==> config.mk <==
export PLATFORM = sky130hd
export DESIGN_NAME = row_config_loader
export DESIGN_NICKNAME = d
export VERILOG_FILES = /design/src/rtl/row_cfg_pkg.sv /design/src/rtl/crc16_serial.sv /design/src/rtl/row_config_loader.sv
export SDC_FILE = /design/constraint.sdc
export NUM_CORES = 1
export LEC_CHECK = 0
export ABC_AREA = 1
export CAP_MARGIN = 20
export CORE_ASPECT_RATIO = 0.8
export CORE_MARGIN = 2
export CORE_UTILIZATION = 41
export DETAILED_ROUTE_END_ITERATION = 10
export PLACE_DENSITY = 0.68
export SYNTH_ARGS = -nofsm -noshare
export SYNTH_HDL_FRONTEND = slang
export SYNTH_SLANG_ARGS = --single-unit
==> constraint.sdc <==
create_clock -name prog_clk -period 1.6 [get_ports prog_clk]
set_clock_uncertainty 0.15 [all_clocks]
set_input_delay 0.32 -clock prog_clk [delete_from_list [all_inputs] [get_ports prog_clk]]
set_output_delay 0.32 -clock prog_clk [all_outputs]
set_load 0.005 [all_outputs]
==> src/rtl/row_cfg_pkg.sv <==
// rtl/row_cfg_pkg.sv - shared types and constants for the row configuration loader
// Purpose: loader state encoding, CRC-16-CCITT constants and default widths.
// Ports: none (package).
package row_cfg_pkg;

   localparam int WORD_W_DEFAULT = 32;
   localparam int CNT_W_DEFAULT  = 16;

   localparam logic [15:0] CRC_POLY = 16'h1021;
   localparam logic [15:0] CRC_INIT = 16'hFFFF;

   typedef enum logic [2:0] {
      ST_IDLE,
      ST_LOAD,
      ST_SHIFT,
      ST_CHECK,
      ST_DONE
   } state_t;

endpackage

==> src/rtl/crc16_serial.sv <==
// rtl/crc16_serial.sv - bit-serial CRC-16-CCITT accumulator
// Purpose: folds one bit per enabled cycle into a CRC-16 (poly 0x1021, no reflection, no final XOR).
// Ports:
//   clk       in  clock, rising edge
//   rst       in  synchronous active-high reset, loads CRC_INIT
//   clear     in  reload CRC_INIT (start of a new bitstream)
//   enable    in  fold shift_bit into the CRC this cycle
//   shift_bit in  bit being shifted out
//   crc       out current CRC state
module crc16_serial
   import row_cfg_pkg::*;
(
   input  logic        clk,
   input  logic        rst,
   input  logic        clear,
   input  logic        enable,
   input  logic        shift_bit,
   output logic [15:0] crc
);

   logic fb;

   assign fb = crc[15] ^ shift_bit;

   always_ff @(posedge clk) begin
      if (rst || clear) begin
         crc <= CRC_INIT;
      end else if (enable) begin
         crc <= {crc[14:0], 1'b0} ^ (fb ? CRC_POLY : 16'h0000);
      end
   end

endmodule

==> src/rtl/row_config_loader.sv <==
// rtl/row_config_loader.sv - streams host words LSB-first into a row config chain with CRC check
// Purpose: accepts a bit count and expected CRC, pulls WORD_W-bit words from the host,
//          shifts exactly bit_count bits into the chain and verifies the CRC of that bitstream.
// Ports:
//   prog_clk   in  clock, rising edge
//   prog_rst   in  synchronous active-high reset
//   start      in  begin a load (honoured only when idle)
//   bit_count  in  number of chain bits, latched on accepted start
//   exp_crc    in  expected CRC, latched on accepted start
//   abort      in  cancel the current load
//   s_data     in  host configuration word
//   s_valid    in  s_data valid
//   s_ready    out word accepted this cycle when s_valid is high
//   chain_en   out chain shift enable
//   chain_data out chain serial data
//   busy       out loader not idle
//   done       out one-cycle completion pulse
//   crc_err    out sticky CRC mismatch flag
//   crc_out    out running/final CRC
module row_config_loader
   import row_cfg_pkg::*;
#(
   parameter int WORD_W = WORD_W_DEFAULT,
   parameter int CNT_W  = CNT_W_DEFAULT
)
(
   input  logic              prog_clk,
   input  logic              prog_rst,
   input  logic              start,
   input  logic [CNT_W-1:0]  bit_count,
   input  logic [15:0]       exp_crc,
   input  logic              abort,
   input  logic [WORD_W-1:0] s_data,
   input  logic              s_valid,
   output logic              s_ready,
   output logic              chain_en,
   output logic              chain_data,
   output logic              busy,
   output logic              done,
   output logic              crc_err,
   output logic [15:0]       crc_out
);

   localparam int WC_W = $clog2(WORD_W + 1);
   localparam logic [WC_W-1:0] WORD_BITS = WC_W'(WORD_W);

   state_t            state;
   logic [WORD_W-1:0] shift_reg;
   logic [CNT_W-1:0]  remaining;
   logic [WC_W-1:0]   word_cnt;
   logic [15:0]       exp_crc_q;
   logic              accept_start;
   logic              shifting;

   assign accept_start = (state == ST_IDLE) && start;

   // Abort must silence the chain and the host handshake in the very cycle it is
   // raised, so these strobes are decoded from state and abort rather than registered.
   assign shifting   = (state == ST_SHIFT) && !abort;
   assign s_ready    = (state == ST_LOAD) && !abort;
   assign chain_en   = shifting;
   assign chain_data = shifting & shift_reg[0];
   assign busy       = (state != ST_IDLE);

   crc16_serial u_crc (
      .clk       (prog_clk),
      .rst       (prog_rst),
      .clear     (accept_start),
      .enable    (shifting),
      .shift_bit (shift_reg[0]),
      .crc       (crc_out)
   );

   always_ff @(posedge prog_clk) begin
      if (prog_rst) begin
         state     <= ST_IDLE;
         shift_reg <= '0;
         remaining <= '0;
         word_cnt  <= '0;
         exp_crc_q <= '0;
         crc_err   <= 1'b0;
         done      <= 1'b0;
      end else begin
         done <= 1'b0;
         if ((state != ST_IDLE) && abort) begin
            state <= ST_IDLE;
         end else begin
            case (state)
               ST_IDLE: begin
                  if (start) begin
                     remaining <= bit_count;
                     exp_crc_q <= exp_crc;
                     crc_err   <= 1'b0;
                     state     <= (bit_count == '0) ? ST_CHECK : ST_LOAD;
                  end
               end
               ST_LOAD: begin
                  if (s_valid) begin
                     shift_reg <= s_data;
                     word_cnt  <= WORD_BITS;
                     state     <= ST_SHIFT;
                  end
               end
               ST_SHIFT: begin
                  shift_reg <= shift_reg >> 1;
                  remaining <= remaining - CNT_W'(1);
                  word_cnt  <= word_cnt - WC_W'(1);
                  // Running out of total bits wins over running out of the word, which
                  // is how leftover high bits of the final word get dropped.
                  if (remaining == CNT_W'(1)) begin
                     state <= ST_CHECK;
                  end else if (word_cnt == WC_W'(1)) begin
                     state <= ST_LOAD;
                  end
               end
               ST_CHECK: begin
                  crc_err <= (crc_out != exp_crc_q);
                  state   <= ST_DONE;
               end
               ST_DONE: begin
                  done  <= 1'b1;
                  state <= ST_IDLE;
               end
               default: state <= ST_IDLE;
            endcase
         end
      end
   end

endmodule

Word level (Yosys, flattened, before mapping) --
Index checks and enable logic that the tools add are counted.
Storage, ports and cells: bits in registers 91, bits in read-only memories 0, output and inout port bits 22, logic and storage cells 58, RAM bits 0, memories kept 0, latch bits 0, input bits 69
Operators by class: shift-type cells 0, add/subtract/negate cells 2, magnitude comparators 0, $mul 0, eq/ne operators 10, reductions and logical operators 18, divide/modulo/power cells 0, bitwise gates (word level) 4, muxes and demuxes 16
Operators with widths (number):
- one-hot mux 32 bit (2 select lines) | 1
- two-way mux 32 bit | 1
- one-hot mux 16 bit (2 select lines) | 1
- equality test 16 x 1 -> 1 bit (second input constant) | 1
- logical NOT 16 bit | 1
- two-way mux 16 bit | 1
- != test 16 bit | 1
- subtractor 16 x 1 -> 16 bit (second input constant) | 1
- XOR 16 bit | 1
- AND reduction 3 bit | 5
- two-way mux 13 bit | 1
- two-way mux 3 bit | 4
- one-hot mux 3 bit (4 select lines) | 1
- one-hot mux 6 bit (2 select lines) | 1
- equality test 3 x 2 -> 1 bit (second input constant) | 2
- equality test 6 x 1 -> 1 bit (second input constant) | 1
- two-way mux 6 bit | 1
- nonzero test 2 bit | 3
- subtractor 6 x 1 -> 6 bit (second input constant) | 1
- logical AND 1 bit | 4
- != test 2 bit (second input constant) | 2
- equality test 3 x 1 -> 1 bit (second input constant) | 1
- equality test 3 bit (second input constant) | 1
- logical NOT 3 bit | 1
- other kinds (11) | 12

Depth between registers and ports, before layout --
depth in word-level cells 4, mapped depth 10, mapped depth without buffers 9

Hierarchy --
A second synthesis with hierarchy kept.
Unflattened totals: cell total of the unflattened synthesis 737, area total of the unflattened synthesis 4788.3 um2
Modules (own cells, without submodules):
- row_config_loader | cells each 657, instances 1, seq. area each 1501.4 um2, area each 4067.7 um2
- crc16_serial | cells each 80, instances 1, seq. area each 320.3 um2, area each 720.7 um2

Least setup slack after synthesis --
OpenSTA, ideal clock, no wires.
path kind register -> output, start point reg state[2], end point out chain_data, data required time 1.130 ns, data arrival time 1.123 ns, path buffers 2, stages on the path, launching flop included 8, path slack 0.007 ns, cell sequence dfxtp_1 -> inv_1 -> nand3_4 -> inv_2 -> nand2_4 -> buf_2 -> buf_2 -> nor2_1
On the way: longest elaborated chain between the ends 3
RTL lines:
- start, declared | RTL line row_config_loader.sv:47 | state_t state;
- start signal, assigned | RTL line row_config_loader.sv:94 | state <= (bit_count == '0) ? ST_CHECK : ST_LOAD;
- equality test 3 x 2 -> 1 bit | RTL line row_config_loader.sv:59 | assign shifting = (state == ST_SHIFT) && !abort;
- logical AND 1 bit | RTL line row_config_loader.sv:59
- bitwise AND 1 bit | RTL line row_config_loader.sv:62 | assign chain_data = shifting & shift_reg[0];
- end, declared | RTL line row_config_loader.sv:37 | output logic chain_data,
Every way passes these cells.

Worst setup path in the final report --
start point reg state[1], end point reg remaining[1]
On the way: longest elaborated chain between the ends 4, elaborated cells between the ends (all ways) 9, classes of those cells 2 x eq/ne; 1 x mux; 1 x bitwise; 5 x reduce/logical
RTL lines:
- branches (longest 4 deep; another with equality test 3 x 2 -> 1 bit)
- end signal, assigned | RTL line row_config_loader.sv:91 | remaining <= bit_count;
- end signal, assigned | RTL line row_config_loader.sv:106 | remaining <= remaining - CNT_W'(1);
- end, declared | RTL line row_config_loader.sv:49 | logic [CNT_W-1:0] remaining;
Several ways; the timed one is not identified. A chain may end at the register's enable or synchronous reset.

==> impl_metrics.yaml <==
setup_path:
  worst_ep_arrival_time_ns: 1.82
  r2r_setup_slack_ns: -0.14
  criticalPathCategory: "reg -> reg"
  crit_required_ns: 1.68
  critical_path.max_fanout: 8
  worstReg2RegStart: "state[1]"
  endpoint_kind: "flip-flop"
  reg2reg_depth: 9
  r2r-end: "remaining[1]"
  startpoint_type: "flip-flop"
place:
  port_buffers: 90
  post-place-ws_ns: -0.4583
  numPlacedInstances: 957
  hpwl_mm: 8.537
  gp_congestion: 0.8733
yosys:
  synth-compound-area-share_pct: 22.85
  yosys.area_share.adder_pct: 1.076
  syn_area_per_cell_um2: 6.521
  synth_area_mm2: 0.004649
  synth_xor_xnor_area_share_pct: 0.7535
  syn_nets: 786
  synth-simple-area-share_pct: 24.35
  synth_cell_types: 32
  synth_top_family_by_area: "simple AND/OR/NAND/NOR gates"
  ys_seq_elements: 91
  synth_warnings: 0
  ys_seq_area_share_pct: 39.18
  muxShareOfSynthArea_pct: 0
  synthCells: 713
worst_hold_path:
  hp-start: "shift_reg[1]"
  hold_path_class: "reg -> reg"
  worstHoldPathCells: 2
  hold_end: "shift_reg[1]"
power:
  power_uw: 10690
  ir_drop_mv: 0.9414
  p_leak_uw: 0.003034
  p_per_area_mw_per_mm2: 1567
clock_tree:
  clk_pin_slew_worst_paths_ns: 0.06
  h-tree-depth: 3
  cts_buffer_depth: 2
  hold_buffers: 0
  cts_buffers: 9
  clock_latency_ns: 0.34
  cts_root_buf: "clkbuf_16"
  cts_tree: "done"
  cts_sinks: 91
grt:
  gr-usage-all-layers_pct: 20.51
  grt_pass1_wl_mm: 20.23
  overflow: 0
  grt_pass1_vias: 4489
  grt_max_degree: 86
  antenna_found_initial: 0
job:
  maxCapViolCount: 0
drt:
  final_antenna_net_count: 0
  num_vias: 5001
  wl_mm: 13.19
  drc_errors: 0
  highest_layer: "met4"
  first_iter_violations: 360
  viasPerCell: 5.011
  met2_length_mm: 6.012
  post_drt_wl_per_cell_um: 13.22
  met3_length_um: 818
  drt-pass1-iter-count: 5
  drt-met1-wl_mm: 6.260
sta:
  post-route-min-period_ns: 1.745
  slew_headroom_pct: 78.53
  hold_slack_ns: 0.2937
  fmax_ghz: 0.5732
  setup_viol: 71
  drv_slew: 0
  rsz0062_at_grt: "yes"
  tightestPinTransition_ns: 0.3220
  hold_violations: 0
  post-route-period-util_pct: 109.0
  setup_ws_ns: -0.1445
floorplan:
  die_h_um: 99.25
  rows: 34
  dieWidth_um: 123.1
  core_area_mm2: 0.01098
  die_area_mm2: 0.01221
  start_util_pct: 42.36
  pin_count: 91
cells_and_area:
  largest_reg_flops: 32
  diodes: 0
  drive_above_1_share_pct: 19.20
  area_delta_synth_final_pct: 46.72
  fin_nets: 922
  final_cell_count_no_fill: 998
outcome:
  status: "finished, violations left"
  violations: "setup timing"
## critical path: stages (launching register included)
cell,delay [ns]
dfxtp_2,0.33
buf_6,0.11
nor2_4,0.14
buf_6,0.13
buf_6,0.09
nand3_4,0.12
nand2_8,0.12
clkinvlp_4,0.19
o21ai_1,0.18
a21oi_1,0.06
## stage by stage
step	area (µm²)	TNS, ns	util [%]
4_1_cts	6469	-3.356	58.94
6_report	6822	-3.840	62.15
5_1_grt	6822	-11.12	62.15
3_3_place_gp	5939	-18.00	54.12
2_1_floorplan	4649	0	-
3_5_place_dp	5939	-19.85	54.12
## layout make-up
type,instances,area [µm²]
Sequential cell,91,1857
Inverter,97,379.1
Multi-Input combinational cell,491,2486
Fill cell,1007,4154
Clock buffer,9,225.2
Tap cell,144,180.2
Clock inverter,7,116.4
Timing Repair Buffer,159,1578
## timing repair
action,in CTS,in global routing
setup buffers,14,5
setup endpoints to repair,74,92
gates cloned,2,5
resized for setup,90,81
pin swaps,15,24
## cell usage after synthesis
cell type / count / area [µm²]
nand2_2: 4 / 25.02
o31ai_1: 1 / 7.510
nor2_4: 1 / 11.26
nor2_2: 1 / 6.260
nand3_1: 14 / 70.07
nand2_1: 181 / 679.4
a21oi_1: 85 / 425.4
xnor2_1: 2 / 17.52
nor3_2: 1 / 10.01
nand2_4: 1 / 11.26
nand3_4: 1 / 17.52
buf_2: 12 / 60.06
buf_6: 3 / 33.78
dfxtp_1: 91 / 1822
and2_0: 1 / 6.260
nand4_1: 2 / 12.51
o21ai_2: 1 / 8.760
nor2_1: 54 / 202.7
nand3_2: 1 / 10.01
buf_4: 5 / 37.54
inv_1: 94 / 352.8
or2_0: 2 / 12.51
ha_1: 4 / 50.05
nor3_1: 4 / 20.02
inv_2: 3 / 11.26
o21ai_1: 12 / 60.06
xor2_1: 2 / 17.52
o21ai_0: 108 / 540.5
o211ai_1: 1 / 7.510
clkbuf_1: 14 / 52.55
nand3b_1: 5 / 37.54
a31oi_1: 2 / 12.51
## power by group
group	switching (µW)	internal, µW
Sequential	320	2910
Clock	899	1520
Combinational	2860	2180
## per-layer routing
| layer | vias up | GRT usage (%) |
|---|---|---|
| met5 | - | 0 |
| met4 | 0 | 6.031 |
| met3 | 13 | 4.530 |
| met2 | 153 | 32.43 |
| met1 | 2273 | 28.09 |
| li1 | 2562 | - |
## kinds of logic (layout without fill, tap and decap cells)
kind of cell | count (synthesis) | in the layout
xor gates and xnor gates | 4 | 4
adders and majority gates | 4 | 4
DFF | 91 | 91
and+or+nand+nor | 273 | 273
AOI/OAI and AO/OA | 210 | 210
buffers and inverters | 131 | 272
## how the worst max path moves through the flow
| stage | end | from | slack, ns |
|---|---|---|---|
| global placement | chain_data | abort | -0.46 |
| floorplan | chain_data | state[2] | 0.007 |
| detailed placement | chain_data | abort | -0.46 |
| global route | remaining[1] | state[1] | -0.27 |
| CTS | s_ready | state[1] | -0.11 |
| finish | remaining[1] | state[1] | -0.14 |
## cell usage in the layout (no fill, tap or decap), types with 5 or more instances in the layout
cell / Yosys / routed
a21oi_1: 85 / 73
a21oi_2: 0 / 12
buf_4: 5 / 44
buf_6: 3 / 18
clkbuf_16: 0 / 12
clkdlybuf4s50_1: 0 / 67
dfxtp_1: 91 / 71
dfxtp_2: 0 / 16
dlygate4sd2_1: 0 / 19
inv_1: 94 / 90
nand2_1: 181 / 171
nand2_2: 4 / 8
nand3_1: 14 / 14
nand3b_1: 5 / 5
nor2_1: 54 / 50
o21ai_0: 108 / 74
o21ai_1: 12 / 38
o21ai_2: 1 / 8
Power figures use the tool's default switching activity.
==> variant 1, RTL diff (same settings) <==
Put one more register stage on the output `crc_err`, cleared by the reset. The value now appears one clock later. The other outputs are not delayed to match.
--- a/src/rtl/row_config_loader.sv
+++ b/src/rtl/row_config_loader.sv
@@ -44,6 +44,8 @@
    localparam int WC_W = $clog2(WORD_W + 1);
    localparam logic [WC_W-1:0] WORD_BITS = WC_W'(WORD_W);
 
+   logic crc_err_s0;
+
    state_t            state;
    logic [WORD_W-1:0] shift_reg;
    logic [CNT_W-1:0]  remaining;
@@ -78,7 +80,7 @@
          remaining <= '0;
          word_cnt  <= '0;
          exp_crc_q <= '0;
-         crc_err   <= 1'b0;
+         crc_err_s0 <= 1'b0;
          done      <= 1'b0;
       end else begin
          done <= 1'b0;
@@ -90,7 +92,7 @@
                   if (start) begin
                      remaining <= bit_count;
                      exp_crc_q <= exp_crc;
-                     crc_err   <= 1'b0;
+                     crc_err_s0 <= 1'b0;
                      state     <= (bit_count == '0) ? ST_CHECK : ST_LOAD;
                   end
                end
@@ -114,7 +116,7 @@
                   end
                end
                ST_CHECK: begin
-                  crc_err <= (crc_out != exp_crc_q);
+                  crc_err_s0 <= (crc_out != exp_crc_q);
                   state   <= ST_DONE;
                end
                ST_DONE: begin
@@ -127,5 +129,13 @@
       end
    end
 
+   always_ff @(posedge prog_clk) begin
+      if (prog_rst) begin
+         crc_err <= '0;
+      end else begin
+         crc_err <= crc_err_s0;
+      end
+   end
+
 endmodule
 
Formal check against the unedited RTL: not equivalent (a bounded check fails within 4 cycles, from zero or initial values and one cycle with prog_rst high).
==> variant 1 against the original RTL <==
  * Total power is 0.66% higher
  * Final area grew 0.44%
  * Area after synthesis up 1.1%
  * Via count shrank 1.7%
  * Clock power down 9.9%
  * The run still ends with negative setup slack left
  * Largest power group unchanged
  * Sequential cell count up 1
  * Wire length rose by 3.5%
  * Die area up 1.0%
  * Highest routed layer unchanged
  * Non-clock buffer count is 7 lower
  * Setup slack improved by 0.0087 ns
  * Global-route usage up 0.72 points
==> variant 1: results (changes against the original RTL) <==
GRT
  – Global Route Usage Sum: 21.2% (+0.72 points)
  – First-pass GRT wire length: 20,900 um (+3.1%)
  – Vias in the first global route: 4,428 (-1.4%)
  – Largest net degree at the start of global routing: 75 (-13%)

Worst setup path
  – Worst-path maximum fanout: 5 (-3)
  – R2R Setup Slk: -0.12 ns (+0.02 ns)
  – CP Data Arrival Time: 1.27 ns (-0.55 ns)
  – R2r endpoint: word_cnt[3]
  – R2R depth: 10 (+1)

Route
  – Initial DRC Count: 342 (-5.0%)
  – Via/cell ratio: 5.07 (+1.2%)

Power and ir drop
  – Int Power: 0.00649 W (-1.8%)
  – Peak VDD IR: 0.770 mV (-18%)

STA
  – Relative slew slack: 81.3% (+2.8 points)
  – Worst Setup Slack, final: -0.136 ns (+0.00870 ns)
  – Hold WS: 0.271 ns (-0.0231 ns)
  – Final setup viols: 56 (-21%)

Synthesis
  – Area contributors post-synth: dfxtp_1, nand2_1, a21oi_1
  – Register area share after synthesis: 39.2% (about the same)
  – Commonest cells post-synth: nand2_1, dfxtp_1, a21oi_1, o21ai_0, inv_1
  – Library cells used by synthesis: 34 (+6.3%)

Outcome
  – Failing checks: negative setup slack
  – Outcome: finished with violations

Place
  – Placer Congestion: 0.856 (-2.0%)
  – HPWL Detailed: 8370 um (-1.9%)
  – Placed cell area: 5930 sq um (-0.23%)

Min path
  – Worst hold path startpoint: crc_err_s0
  – Worst Hold Path EP: crc_err

Final layout
  – Share of cells above drive strength 1: 21.3% (+2.1 points)
  – Nets: 894 (-3.0%)
  – Fill count: 997 (-0.99%)
-- variant 1: changes by cell type after synthesis, sizes merged, moves of 3 or more --
cell and delta:
inv -14, or2 +3, nand3 +28, nand2 -32, xnor2 +10, o21ai -22
-- variant 1: cell families (layout without fill, tap and decap cells) --
logic type / after synthesis / in the layout / share of synthesized area, %
buf+inv: 121 / 253 / 11.5
simple gates: 273 / 274 / 25.1
fa+ha+maj: 4 / 4 / 1.07
flops: 92 / 92 / 39.2
compound gates: 187 / 187 / 20.2
xor+xnor: 16 / 16 / 2.98
-- variant 1: how the worst max path moves through the flow --
stage / startpoint / cells past startpoint / to / slack (ns)
final: state[1] / 5 / busy / -0.14
after global routing: state[1] / 10 / word_cnt[3] / -0.20
after CTS: state[2] / 5 / busy / -0.12
after detailed placement: abort / 5 / chain_data / -0.52
after global placement: abort / 5 / chain_data / -0.50
after floorplan: state[0] / 7 / chain_data / 0.02
-- variant 1: worst max-delay path, stage by stage, from the launching register on --
cell and delay [ns]:
dfxtp_2 0.34, buf_6 0.12, nor2_4 0.14, buf_6 0.14, nand2_8 0.07, buf_6 0.12
-- variant 1: repair_timing --
item	CTS	global route
setup endpoints to repair	93	81
pin swaps	17	16
gates cloned	4	5
hold endpoints to repair	0	0
setup buffers	14	3
resized for setup	144	53
-- variant 1: routing by layer --
layer	GRT usage, %	share of wire (%)	vias up
li1	-	-	2501
met4	6.12	1.4	0
met2	34.7	47	160
met3	4.42	5.8	15
met5	0	0	-
met1	28.2	46	2241
-- variant 1: cell type report --
type,count,area (sq um),area share (%)
inverter,85,334,4.88
sequential,92,1880,27.5
clock inverter,6,63.8,0.931
clock buffer,10,239,3.49
multi-input combinational,481,2590,37.8
tap,144,180,2.63
timing repair buffer,152,1560,22.8
-- variant 1: power by group through the flow --
stage	sequential, W	clock (W)	combinational [W]
6_report	0.00325	0.00218	0.00533
4_1_cts	0.00322	0.00220	0.00483
3_5_place_dp	0.00327	0	0.00406
3_3_place_gp	0.00325	0	0.00396
2_1_floorplan	0.00319	0	0.00283
5_1_grt	0.00331	0.00231	0.00587
-- variant 1: stage by stage --
step / power (W) / setup TNS [ns] / std cells / setup WS, ns
floorplan: 0.00603 / 0 / 693 / 0.0177
global placement: 0.00721 / -19.76 / 931 / -0.501
CTS: 0.0103 / -2.60 / 964 / -0.117
global route: 0.0115 / -8.74 / 970 / -0.198
finish: 0.0108 / -3.98 / 970 / -0.136
detailed placement: 0.00734 / -21.56 / 931 / -0.515
==> variant 2, RTL diff (config.mk and constraints unchanged) <==
Without the edit above. The package constant `CNT_W_DEFAULT` goes from 16 to 24.
--- a/src/rtl/row_cfg_pkg.sv
+++ b/src/rtl/row_cfg_pkg.sv
@@ -4,7 +4,7 @@
 package row_cfg_pkg;
 
    localparam int WORD_W_DEFAULT = 32;
-   localparam int CNT_W_DEFAULT  = 16;
+   localparam int CNT_W_DEFAULT  = 24;
 
    localparam logic [15:0] CRC_POLY = 16'h1021;
    localparam logic [15:0] CRC_INIT = 16'hFFFF;
Interface: changed (resized bit_count); port bits go from 91 to 99. The function was not compared with the original's and may differ.
==> variant 2 against the original RTL <==
  * The run still ends with negative setup slack left
  * Setup slack worse by 0.12 ns
  * Area after synthesis up 8.8%
  * Non-clock buffer count is 62 higher
  * Synthesized cell count grew 5.9%
  * Final area up 22%
  * Sequential cell count increased by 8
  * Critical path depth grew 1
  * Total power rose by 32%
  * Wire length is 41% higher
  * Via count rose by 22%
  * Critical path type unchanged
  * Highest routed layer unchanged
==> variant 2: results (changes against the original RTL) <==
Place
  – HPWL Detailed: 10,300 um (+21%)
  – Place WS: -0.470 ns (-0.0116 ns)
  – Placer Congestion: 0.898 (+2.8%)
  – Port Buffer Count: 98 (+8.9%)
  – Placed Instances: 1,038 (+8.5%)

Route
  – Initial DRC Count: 414 (+15%)
  – Vias: 6,095 (+22%)
  – Via/cell ratio: 5.50 (+9.7%)
  – Final wirelength: 18,600 um (+41%)

GRT
  – Met2 GRT Util: 42.1% (+9.7 points)
  – Initial antenna violation count: 0 (unchanged)
  – Global Route Usage Sum: 25.1% (+4.6 points)
  – Largest net degree at the start of global routing: 41 (-52%)
  – First-pass GRT wire length: 26,500 um (+31%)
  – Vias in the first global route: 5,453 (+21%)
  – GR Util met1: 33.2% (+5.1 points)
  – Met3 Track Usage GR: 4.27% (-0.26 points)

Clock tree
  – Clk_lat worst skew: 0.35 ns
  – Clock Tree Buf Depth: 2 (unchanged)
  – Worst-path clk slew: 0.08 ns (+0.02 ns)
  – Hold_buf cts: 0 (unchanged)
  – CTS root buf: clkbuf_16

Outcome
  – Failing checks: negative setup slack
  – Outcome: finished with violations

Final layout
  – ANT cells: 0 (unchanged)
  – Share of cells above drive strength 1: 30.1% (+11 points)
  – Fill count: 937 (-7.0%)

Worst setup path
  – Crit-path max cell delay: 0.37 ns (+0.04 ns)
  – Cell family with most CP delay: buffers and inverters
  – Worst-path maximum fanout: 7 (-1)
  – Crit path max-delay cell type: dfxtp_4
  – CP Data Arrival Time: 1.98 ns (+0.16 ns)
  – R2R depth: 10 (+1)

Synthesis
  – Commonest cells post-synth: nand2_1, dfxtp_1, nor2_1, a21oi_1, inv_1
  – Library cells used by synthesis: 34 (+6.3%)
  – Cells after Synth: 755 (+5.9%)
  – Area contributors post-synth: dfxtp_1, nand2_1, a21oi_1
  – Yosys warning count: 0 (unchanged)
  – Register area share after synthesis: 39.2% (about the same)
  – Syn nets: 836 (+6.4%)

Power and ir drop
  – Static Leakage: 3.51 nW (+16%)
  – Switching share of power: 42.3% (+4.1 points)
  – Peak VDD IR: 0.787 mV (-16%)

STA
  – Worst Setup Slack, final: -0.266 ns (-0.122 ns)
  – Worst-Margin Slew: 0.302 ns (-0.0201 ns)
  – Final setup viols: 88 (+24%)

Min path
  – Min-Delay Path Depth: 2 (unchanged)
variant 2: changes by cell type after synthesis, moves of 24 or more:
cell	unedited run	this run
a21oi_1	85	58
nand3_1	14	38
o21ai_1	12	37
a31oi_1	2	34
o21ai_0	108	45
inv_1	94	54
variant 2: routing by layer:
layer / vias to the layer above / share of wire, %
met5: - / 0
met4: 0 / 3.3
met3: 52 / 7.3
met2: 291 / 48
met1: 2857 / 42
li1: 2895 / -
variant 2: timing repair:
item / CTS / global route
pin swaps: 15 / 33
gates cloned: 9 / 10
resized for setup: 132 / 134
setup buffers: 26 / 10
endpoints found under the setup margin: 111 / 92
variant 2: final cells by class:
type | count | area [sq um] | area share [%]
clock inverter | 7 | 62.6 | 0.751
inverter | 64 | 278 | 3.34
multi-input combinational | 555 | 3150 | 37.8
tap | 152 | 190 | 2.28
sequential | 99 | 2020 | 24.3
timing repair buffer | 221 | 2380 | 28.6
timing repair inverter | 2 | 17.5 | 0.210
clock buffer | 9 | 225 | 2.70
variant 2: cells by family after synthesis:
family          after synthesis  share of synthesized area, %
flops                        99                          39.2
xor+xnor                     17                          2.94
fa+ha+maj                     4                         0.989
simple gates                351                          29.0
buf+inv                     101                          8.53
compound gates              183                          19.4
variant 2: path summary, 6_finish.rpt:
path              slack, ns             to     startpoint
setup / recovery      -0.27  shift_reg[27]       state[2]
hold / removal         0.32  shift_reg[31]  shift_reg[31]
hold reg to reg        0.32  shift_reg[31]  shift_reg[31]
setup reg to reg      -0.27  shift_reg[27]       state[2]
variant 2: worst reg2reg max path, cell delays in order (launching register included):
cell and delay (ns):
dfxtp_4 0.37, nor2_4 0.14, buf_6 0.14, nand2_4 0.07, buf_6 0.12, o21ai_4 0.16, nand2_4 0.13, clkinv_8 0.11
clkbuf_16 0.15, o21ai_0 0.08, a31oi_1 0.18
variant 2: power by group through the flow:
| stage | Combinational [W] | Sequential (W) | Clock (W) |
|---|---|---|---|
| floorplan | 0.00323 | 0.00363 | 0 |
| global placement | 0.00503 | 0.00371 | 0 |
| detailed placement | 0.00519 | 0.00375 | 0 |
| CTS | 0.00651 | 0.00369 | 0.00215 |
| global route | 0.00875 | 0.00385 | 0.00225 |
| finish | 0.00817 | 0.00378 | 0.00214 |
variant 2: stage by stage:
stage                     setup TNS [ns]  area (sq um)  total power [W]
after floorplan                        0          5060          0.00685
after global placement            -27.39          6650          0.00875
after detailed placement          -29.03          6650          0.00894
after CTS                          -9.17          7600           0.0124
after global routing              -16.60          8330           0.0149
final                             -12.74          8330           0.0141
